==> src/rtl/dma_pkg.sv <==
// Shared types and controlH field positions for the DMA channel sequencer.
package dma_pkg;

    typedef enum logic [2:0] {
        ST_IDLE       = 3'd0,
        ST_WAIT_START = 3'd1,
        ST_REQ        = 3'd2,
        ST_READ       = 3'd3,
        ST_WRITE      = 3'd4,
        ST_DONE       = 3'd5
    } state_t;

    typedef enum logic [1:0] {
        TIM_IMMEDIATE = 2'b00,
        TIM_VBLANK    = 2'b01,
        TIM_HBLANK    = 2'b10,
        TIM_SPECIAL   = 2'b11
    } timing_t;

    typedef enum logic [1:0] {
        ACTL_INC        = 2'b00,
        ACTL_DEC        = 2'b01,
        ACTL_FIXED      = 2'b10,
        ACTL_INC_RELOAD = 2'b11
    } addr_ctrl_t;

    localparam int CTL_ENABLE    = 15;
    localparam int CTL_IRQ_EN    = 14;
    localparam int CTL_TIMING_HI = 13;
    localparam int CTL_TIMING_LO = 12;
    localparam int CTL_WORD      = 10;
    localparam int CTL_REPEAT    = 9;
    localparam int CTL_SRC_HI    = 8;
    localparam int CTL_SRC_LO    = 7;
    localparam int CTL_DST_HI    = 6;
    localparam int CTL_DST_LO    = 5;

    // A programmed count of zero stands for the full range of the counter.
    function automatic logic [16:0] count_load(input logic [15:0] raw, input logic wide);
        logic [16:0] c;
        c = wide ? {1'b0, raw} : {3'b000, raw[13:0]};
        if (c == 17'd0) begin
            c = wide ? 17'h10000 : 17'h04000;
        end
        return c;
    endfunction

endpackage

==> src/rtl/dma_addr_step.sv <==
// Address masking/alignment on load and per-unit stepping (inc/dec/fixed) modulo AW bits.
module dma_addr_step
    import dma_pkg::*;
#(
    parameter int AW = 27
) (
    input  logic [31:0] raw_addr,
    input  logic        load_word,
    input  logic [31:0] cur_addr,
    input  addr_ctrl_t  ctrl,
    input  logic        step_word,
    output logic [31:0] load_addr,
    output logic [31:0] next_addr
);

    localparam logic [31:0] MASK = 32'hFFFF_FFFF >> (32 - AW);

    logic [31:0] step;
    logic [31:0] sum;

    assign load_addr = raw_addr & MASK & (load_word ? ~32'd3 : ~32'd1);
    assign step      = step_word ? 32'd4 : 32'd2;

    always_comb begin
        sum = cur_addr + step;
        case (ctrl)
            ACTL_DEC:   sum = cur_addr - step;
            ACTL_FIXED: sum = cur_addr;
            default:    sum = cur_addr + step;
        endcase
    end

    // Aligned start plus aligned step keeps the address aligned after the wrap.
    assign next_addr = sum & MASK;

endmodule

==> src/rtl/dma_channel_seq.sv <==
// One DMA channel: latch on enable rise, wait for start, copy units read->write.
// Optional macro DMA_REPEAT_EN enables repeat-mode reload at completion.
module dma_channel_seq
    import dma_pkg::*;
#(
    parameter int CHANNEL = 0
) (
    input  logic        clk,
    input  logic        rst,
    input  logic [15:0] controlL,
    input  logic [15:0] controlH,
    input  logic [15:0] srcAddrL,
    input  logic [15:0] srcAddrH,
    input  logic [15:0] destAddrL,
    input  logic [15:0] destAddrH,
    input  logic        hblank,
    input  logic        vblank,
    output logic        bus_req,
    input  logic        bus_grant,
    output logic [31:0] mem_addr,
    output logic        mem_we,
    output logic        mem_size,
    output logic [31:0] mem_wdata,
    input  logic [31:0] mem_rdata,
    output logic        irq,
    output logic        enable_clear,
    output logic        active
);

    localparam int   SRC_AW     = (CHANNEL == 0) ? 27 : 28;
    localparam int   DST_AW     = (CHANNEL == 3) ? 28 : 27;
    localparam logic WIDE_COUNT = (CHANNEL == 3);
`ifdef DMA_REPEAT_EN
    localparam logic REPEAT_EN = 1'b1;
`else
    localparam logic REPEAT_EN = 1'b0;
`endif

    state_t     state_reg, state_next;
    logic       enable_q;
    logic [31:0] src_reg, dst_reg;
    logic [16:0] count_reg;
    logic       word_reg, irq_en_reg, repeat_reg;
    timing_t    timing_reg;
    addr_ctrl_t src_ctrl_reg, dst_ctrl_reg;

    logic [31:0] src_load, src_step, dst_load, dst_step;
    logic        enable_rise, start_hit, repeat_take;
    logic        unused_bits;

    assign unused_bits = ^{controlH[11], controlH[4:0]};
    assign enable_rise = controlH[CTL_ENABLE] & ~enable_q;
    assign repeat_take = REPEAT_EN & repeat_reg & (timing_reg != TIM_IMMEDIATE);
    assign active      = (state_reg != ST_IDLE);

    always_comb begin
        case (timing_reg)
            TIM_IMMEDIATE: start_hit = 1'b1;
            TIM_VBLANK:    start_hit = vblank;
            TIM_HBLANK:    start_hit = hblank;
            default:       start_hit = 1'b0;
        endcase
    end

    dma_addr_step #(.AW(SRC_AW)) u_src_step (
        .raw_addr  ({srcAddrH, srcAddrL}),
        .load_word (controlH[CTL_WORD]),
        .cur_addr  (src_reg),
        .ctrl      (src_ctrl_reg),
        .step_word (word_reg),
        .load_addr (src_load),
        .next_addr (src_step)
    );

    dma_addr_step #(.AW(DST_AW)) u_dst_step (
        .raw_addr  ({destAddrH, destAddrL}),
        .load_word (controlH[CTL_WORD]),
        .cur_addr  (dst_reg),
        .ctrl      (dst_ctrl_reg),
        .step_word (word_reg),
        .load_addr (dst_load),
        .next_addr (dst_step)
    );

    always_ff @(posedge clk or posedge rst) begin
        if (rst) begin
            state_reg <= ST_IDLE;
        end else begin
            state_reg <= state_next;
        end
    end

    always_comb begin
        state_next   = state_reg;
        bus_req      = 1'b0;
        mem_addr     = 32'd0;
        mem_we       = 1'b0;
        mem_size     = 1'b0;
        mem_wdata    = 32'd0;
        irq          = 1'b0;
        enable_clear = 1'b0;
        case (state_reg)
            ST_IDLE: begin
                if (enable_rise) state_next = ST_WAIT_START;
            end
            ST_WAIT_START: begin
                if (!controlH[CTL_ENABLE]) state_next = ST_IDLE;
                else if (start_hit)        state_next = ST_REQ;
            end
            ST_REQ: begin
                bus_req = 1'b1;
                if (!controlH[CTL_ENABLE]) state_next = ST_IDLE;
                else if (bus_grant)        state_next = ST_READ;
            end
            ST_READ: begin
                bus_req    = 1'b1;
                mem_addr   = src_reg;
                mem_size   = word_reg;
                state_next = ST_WRITE;
            end
            ST_WRITE: begin
                // Read data arrives this cycle and is forwarded straight to the write.
                bus_req   = 1'b1;
                mem_addr  = dst_reg;
                mem_we    = 1'b1;
                mem_size  = word_reg;
                mem_wdata = mem_rdata;
                if (!controlH[CTL_ENABLE])  state_next = ST_IDLE;
                else if (count_reg == 17'd1) state_next = ST_DONE;
                else if (bus_grant)          state_next = ST_READ;
                else                         state_next = ST_REQ;
            end
            ST_DONE: begin
                irq = irq_en_reg;
                if (repeat_take) begin
                    state_next = ST_WAIT_START;
                end else begin
                    enable_clear = 1'b1;
                    state_next   = ST_IDLE;
                end
            end
            default: state_next = ST_IDLE;
        endcase
    end

    always_ff @(posedge clk or posedge rst) begin
        if (rst) begin
            enable_q     <= 1'b0;
            src_reg      <= 32'd0;
            dst_reg      <= 32'd0;
            count_reg    <= 17'd0;
            word_reg     <= 1'b0;
            irq_en_reg   <= 1'b0;
            repeat_reg   <= 1'b0;
            timing_reg   <= TIM_IMMEDIATE;
            src_ctrl_reg <= ACTL_INC;
            dst_ctrl_reg <= ACTL_INC;
        end else begin
            enable_q <= controlH[CTL_ENABLE];
            if (state_reg == ST_IDLE && enable_rise) begin
                src_reg      <= src_load;
                dst_reg      <= dst_load;
                count_reg    <= count_load(controlL, WIDE_COUNT);
                word_reg     <= controlH[CTL_WORD];
                irq_en_reg   <= controlH[CTL_IRQ_EN];
                repeat_reg   <= controlH[CTL_REPEAT];
                timing_reg   <= timing_t'(controlH[CTL_TIMING_HI:CTL_TIMING_LO]);
                src_ctrl_reg <= addr_ctrl_t'(controlH[CTL_SRC_HI:CTL_SRC_LO]);
                dst_ctrl_reg <= addr_ctrl_t'(controlH[CTL_DST_HI:CTL_DST_LO]);
            end else if (state_reg == ST_WRITE) begin
                src_reg   <= src_step;
                dst_reg   <= dst_step;
                count_reg <= count_reg - 17'd1;
            end else if (state_reg == ST_DONE && repeat_take) begin
                count_reg <= count_load(controlL, WIDE_COUNT);
                if (dst_ctrl_reg == ACTL_INC_RELOAD) dst_reg <= dst_load;
            end
        end
    end

endmodule

==> config.mk <==
export PLATFORM = sky130hd
export DESIGN_NAME = dma_channel_seq
export DESIGN_NICKNAME = d
export VERILOG_FILES = /design/src/rtl/dma_pkg.sv /design/src/rtl/dma_addr_step.sv /design/src/rtl/dma_channel_seq.sv
export SDC_FILE = /design/constraint.sdc
export NUM_CORES = 1
export LEC_CHECK = 0
export ABC_CLOCK_PERIOD_IN_PS = 6200
export CAP_MARGIN = 20
export CORE_MARGIN = 1.5
export CORE_UTILIZATION = 52
export CTS_CLUSTER_DIAMETER = 60
export DETAILED_ROUTE_END_ITERATION = 10
export PLACE_DENSITY = 0.93
export SLEW_MARGIN = 0
export SYNTH_ARGS = -nofsm -noshare
export SYNTH_HDL_FRONTEND = slang
export SYNTH_SLANG_ARGS = --single-unit
export TNS_END_PERCENT = 10
==> constraint.sdc <==
create_clock -name clk -period 6.2 [get_ports clk]
set_input_delay 1.24 -clock clk [delete_from_list [all_inputs] [get_ports clk]]
set_output_delay 1.24 -clock clk [all_outputs]
set_load 0.03 [all_outputs]
==> impl_metrics.json <==
{
  "critical_path_type": "reg -> out",
  "max_freq_mhz": 226,
  "sequential_group_share_of_total_power": 0.386,
  "final_common_cell": "clkdlybuf4s50_1",
  "post_syn_area_mm2": 0.00676,
  "unrepaired_setup_endpoints_after_global_routing": "no",
  "clk-insertion-delay-late_ns": 0.35,
  "share_of_the_cycle_needed_by_the_critical_path_after_routing": 0.715,
  "max_slew.worst_pin.slew_ns": 1.04,
  "worst-r2r-cell-count": 8,
  "number_of_global_route_vias_before_repair": 6924,
  "dp_hpwl_mm": 14.7,
  "antenna_found_initial": 0,
  "tritoncts.num_buffers": 9,
  "path_max_fanout": 69,
  "postSynth.topFlopCell": "dfrtp_1",
  "finClkSkew_ns": 0.00871,
  "clk_pwr_share": 0.170,
  "power_per_cell_area_mw_per_mm2": 379,
  "drive_gt1_frac": 0.0442,
  "worst_hold_path.endpoint": "irq_en_reg$_DFFE_PP0P_",
  "core_area_mm2": 0.0127,
  "grt_first_pass_wirelength_mm": 33.8,
  "finalWorstPathRequiredPeriod_ns": 4.43,
  "wire_per_inst_um": 17.4,
  "final.setup.tns_ns": 0,
  "outcome": "completed",
  "placementRows": 41,
  "yosys_register_bits": 81,
  "route.final.wire_length_mm": 20.7,
  "ys_seq_area_frac": 0.300,
  "routabilityCongestion": 0.945,
  "synthesis.instances": 901,
  "postLayoutCoreUtil": 0.691,
  "start_util": 0.533,
  "syn-mean-instance-area_um2": 7.50,
  "cts_tree": "built",
  "timing.slew.headroom": 0.306,
  "cts_repair_resize_count": 0,
  "holdPathStages": 2,
  "worstHoldPathType": "reg -> reg",
  "synth.lib_cells_used.distinct": 75,
  "worst_ir_drop_on_vdd_mv": 0.273,
  "cellLeakagePower_nw": 3.24,
  "power.combinational.fraction": 0.443,
  "hold_path_startpoint": "irq_en_reg$_DFFE_PP0P_",
  "postRouteAntennaNets": 0,
  "max_cap_viol_count": 0,
  "yosys_warns": 0,
  "reg2reg_setup_slack_ns": 2.49,
  "nets": 1153,
  "final_design_area_no_fill_mm2": 0.00875,
  "finalHoldViolations": 0,
  "largest_net_degree_at_the_start_of_global_routing": 94,
  "design.portCount": 203,
  "clock-sinks": 81,
  "drt-initial-drc-count": 812,
  "p_int_mw": 1.73,
  "cts_post_setup_buffers_inserted": 0,
  "max-clock-path-buffers": 2,
  "asyncSetResetFlopFracSynth": 1.00,
  "setup-violations-final": 0,
  "power.switching_fraction": 0.478,
  "dr_total_vias": 7323,
  "cts.clk_slew.worst_paths_ns": 0.06,
  "postPlaceCellArea_mm2": 0.00845,
  "worstReg2RegStart": "state_reg[0]$_DFFE_PP0P_",
  "critical_path.startpoint_type": "flop",
  "cts.root.buffer_cell": "clkbuf_16",
  "die_w_um": 117,
  "cts_hold_buffers": 0,
  "antennaDiodeCount": 0,
  "synth-edff-count": 0,
  "track_usage": 0.314,
  "flow.area_growth_from_synthesis_pct": 29.5,
  "crit_required_ns": 4.96,
  "maxSlewViolCount": 0,
  "most-common-layout-cells": "clkdlybuf4s50_1 (175), nand2_1 (119), dfrtp_1 (81)",
  "critical_r2r_capture": "dst_reg[23]$_DFFE_PP0P_",
  "detailedRoute.firstPassIterationCount": 6,
  "worst_hold_slack_ns": 0.481,
  "die_area_mm2": 0.0137,
  "globalRoute.totalOverflow": 0,
  "endpoint_kind": "output port",
  "drc": 0,
  "sw_pwr_mw": 1.59,
  "worst_ep_arrival_time_ns": 3.19,
  "h-tree-depth": 3,
  "via_per_inst": 6.16,
  "die_h_um": 117,
  "port_buffers": 175
}
-- cell families after synthesis --
logic type | synth area share
simple gates | 0.321
compound gates | 0.206
other cells | 0.000555
xor+xnor | 0.0609
mux | 0.0357
buf+inv | 0.0615
flops | 0.300
fa+ha+maj | 0.0148
-- synthesized netlist by cell type (all sizes together) (3+ instances only) --
cell type	number	area, um2
nor4	22	144
a21oi	42	210
o31ai	3	22.5
nand2	119	447
or2	6	40.0
nand3	33	165
nor3	36	180
dfrtp	81	2030
mux2i	23	230
o211ai	12	90.1
or4	13	101
xor2	16	140
xnor2	31	272
inv	14	52.6
a211oi	6	45.0
nand4	17	106
clkbuf	67	253
a22o	24	210
a31oi	11	68.8
nor4b	5	43.8
and3	9	56.3
ha	8	100
nor3b	7	52.6
nor2b	8	50.1
o21a	3	22.5
or3	19	124
a22oi	5	37.5
nand3b	4	30.0
o21ai	68	344
and2	35	219
nor2	80	303
o2111ai	7	61.3
nand2b	7	43.8
buf	20	105
-- critical path, cell delays in order, from the launching register on --
cell             delay, ns
dfrtp_1               0.49
or3_1                 0.43
clkinv_2              0.78
a22o_1                0.53
clkdlybuf4s50_1       0.61
-- layer usage --
metal,vias up,GRT usage,routed length (um),share of wire
met2,423,0.502,9880,0.48
li1,3456,-,-,-
met3,80,0.0711,1770,0.085
met5,-,0,0,0
met1,3364,0.412,8260,0.40
met4,0,0.136,823,0.040
-- worst max-delay path by stage --
| stage | end | cells after the start | startpoint |
|---|---|---|---|
| global placement | mem_addr[15] | 5 | state_reg[2]$_DFFE_PP0P_ |
| global route | mem_addr[17] | 5 | state_reg[2]$_DFFE_PP0P_ |
| floorplan | dst_reg[15]$_DFFE_PP0P_ | 14 | dst_ctrl_reg[0]$_DFFE_PP0P_ |
| detailed placement | mem_addr[17] | 4 | state_reg[1]$_DFFE_PP0P_ |
| finish | mem_addr[16] | 4 | state_reg[1]$_DFFE_PP0P_ |
| CTS | mem_addr[17] | 4 | state_reg[1]$_DFFE_PP0P_ |
-- stage by stage --
step,std cells,power (mW),worst slack [ns]
after global placement,1173,2.63,2.23
after detailed placement,1173,2.68,2.18
after CTS,1189,3.27,1.79
after global routing,1189,3.55,1.53
after floorplan,906,2.25,2.78
final,1189,3.32,1.77
-- final cells by class --
cell class                      instances  area, um2
Multi-Input combinational cell        723       4340
Fill cell                            1026       3920
Sequential cell                        81       2030
Timing Repair Buffer                  182       1800
Clock buffer                           13        240
Tap cell                              172        215
Clock inverter                          3       65.1
Inverter                               15       58.8
-- power groups by stage --
stage / clock, mW / sequential [mW] / combinational, mW
floorplan: 0 / 0.913 / 1.33
detailed placement: 0 / 1.25 / 1.43
global route: 0.597 / 1.32 / 1.63
global placement: 0 / 1.24 / 1.39
CTS: 0.572 / 1.25 / 1.45
finish: 0.565 / 1.28 / 1.47
Power figures use the tool's default switching activity.
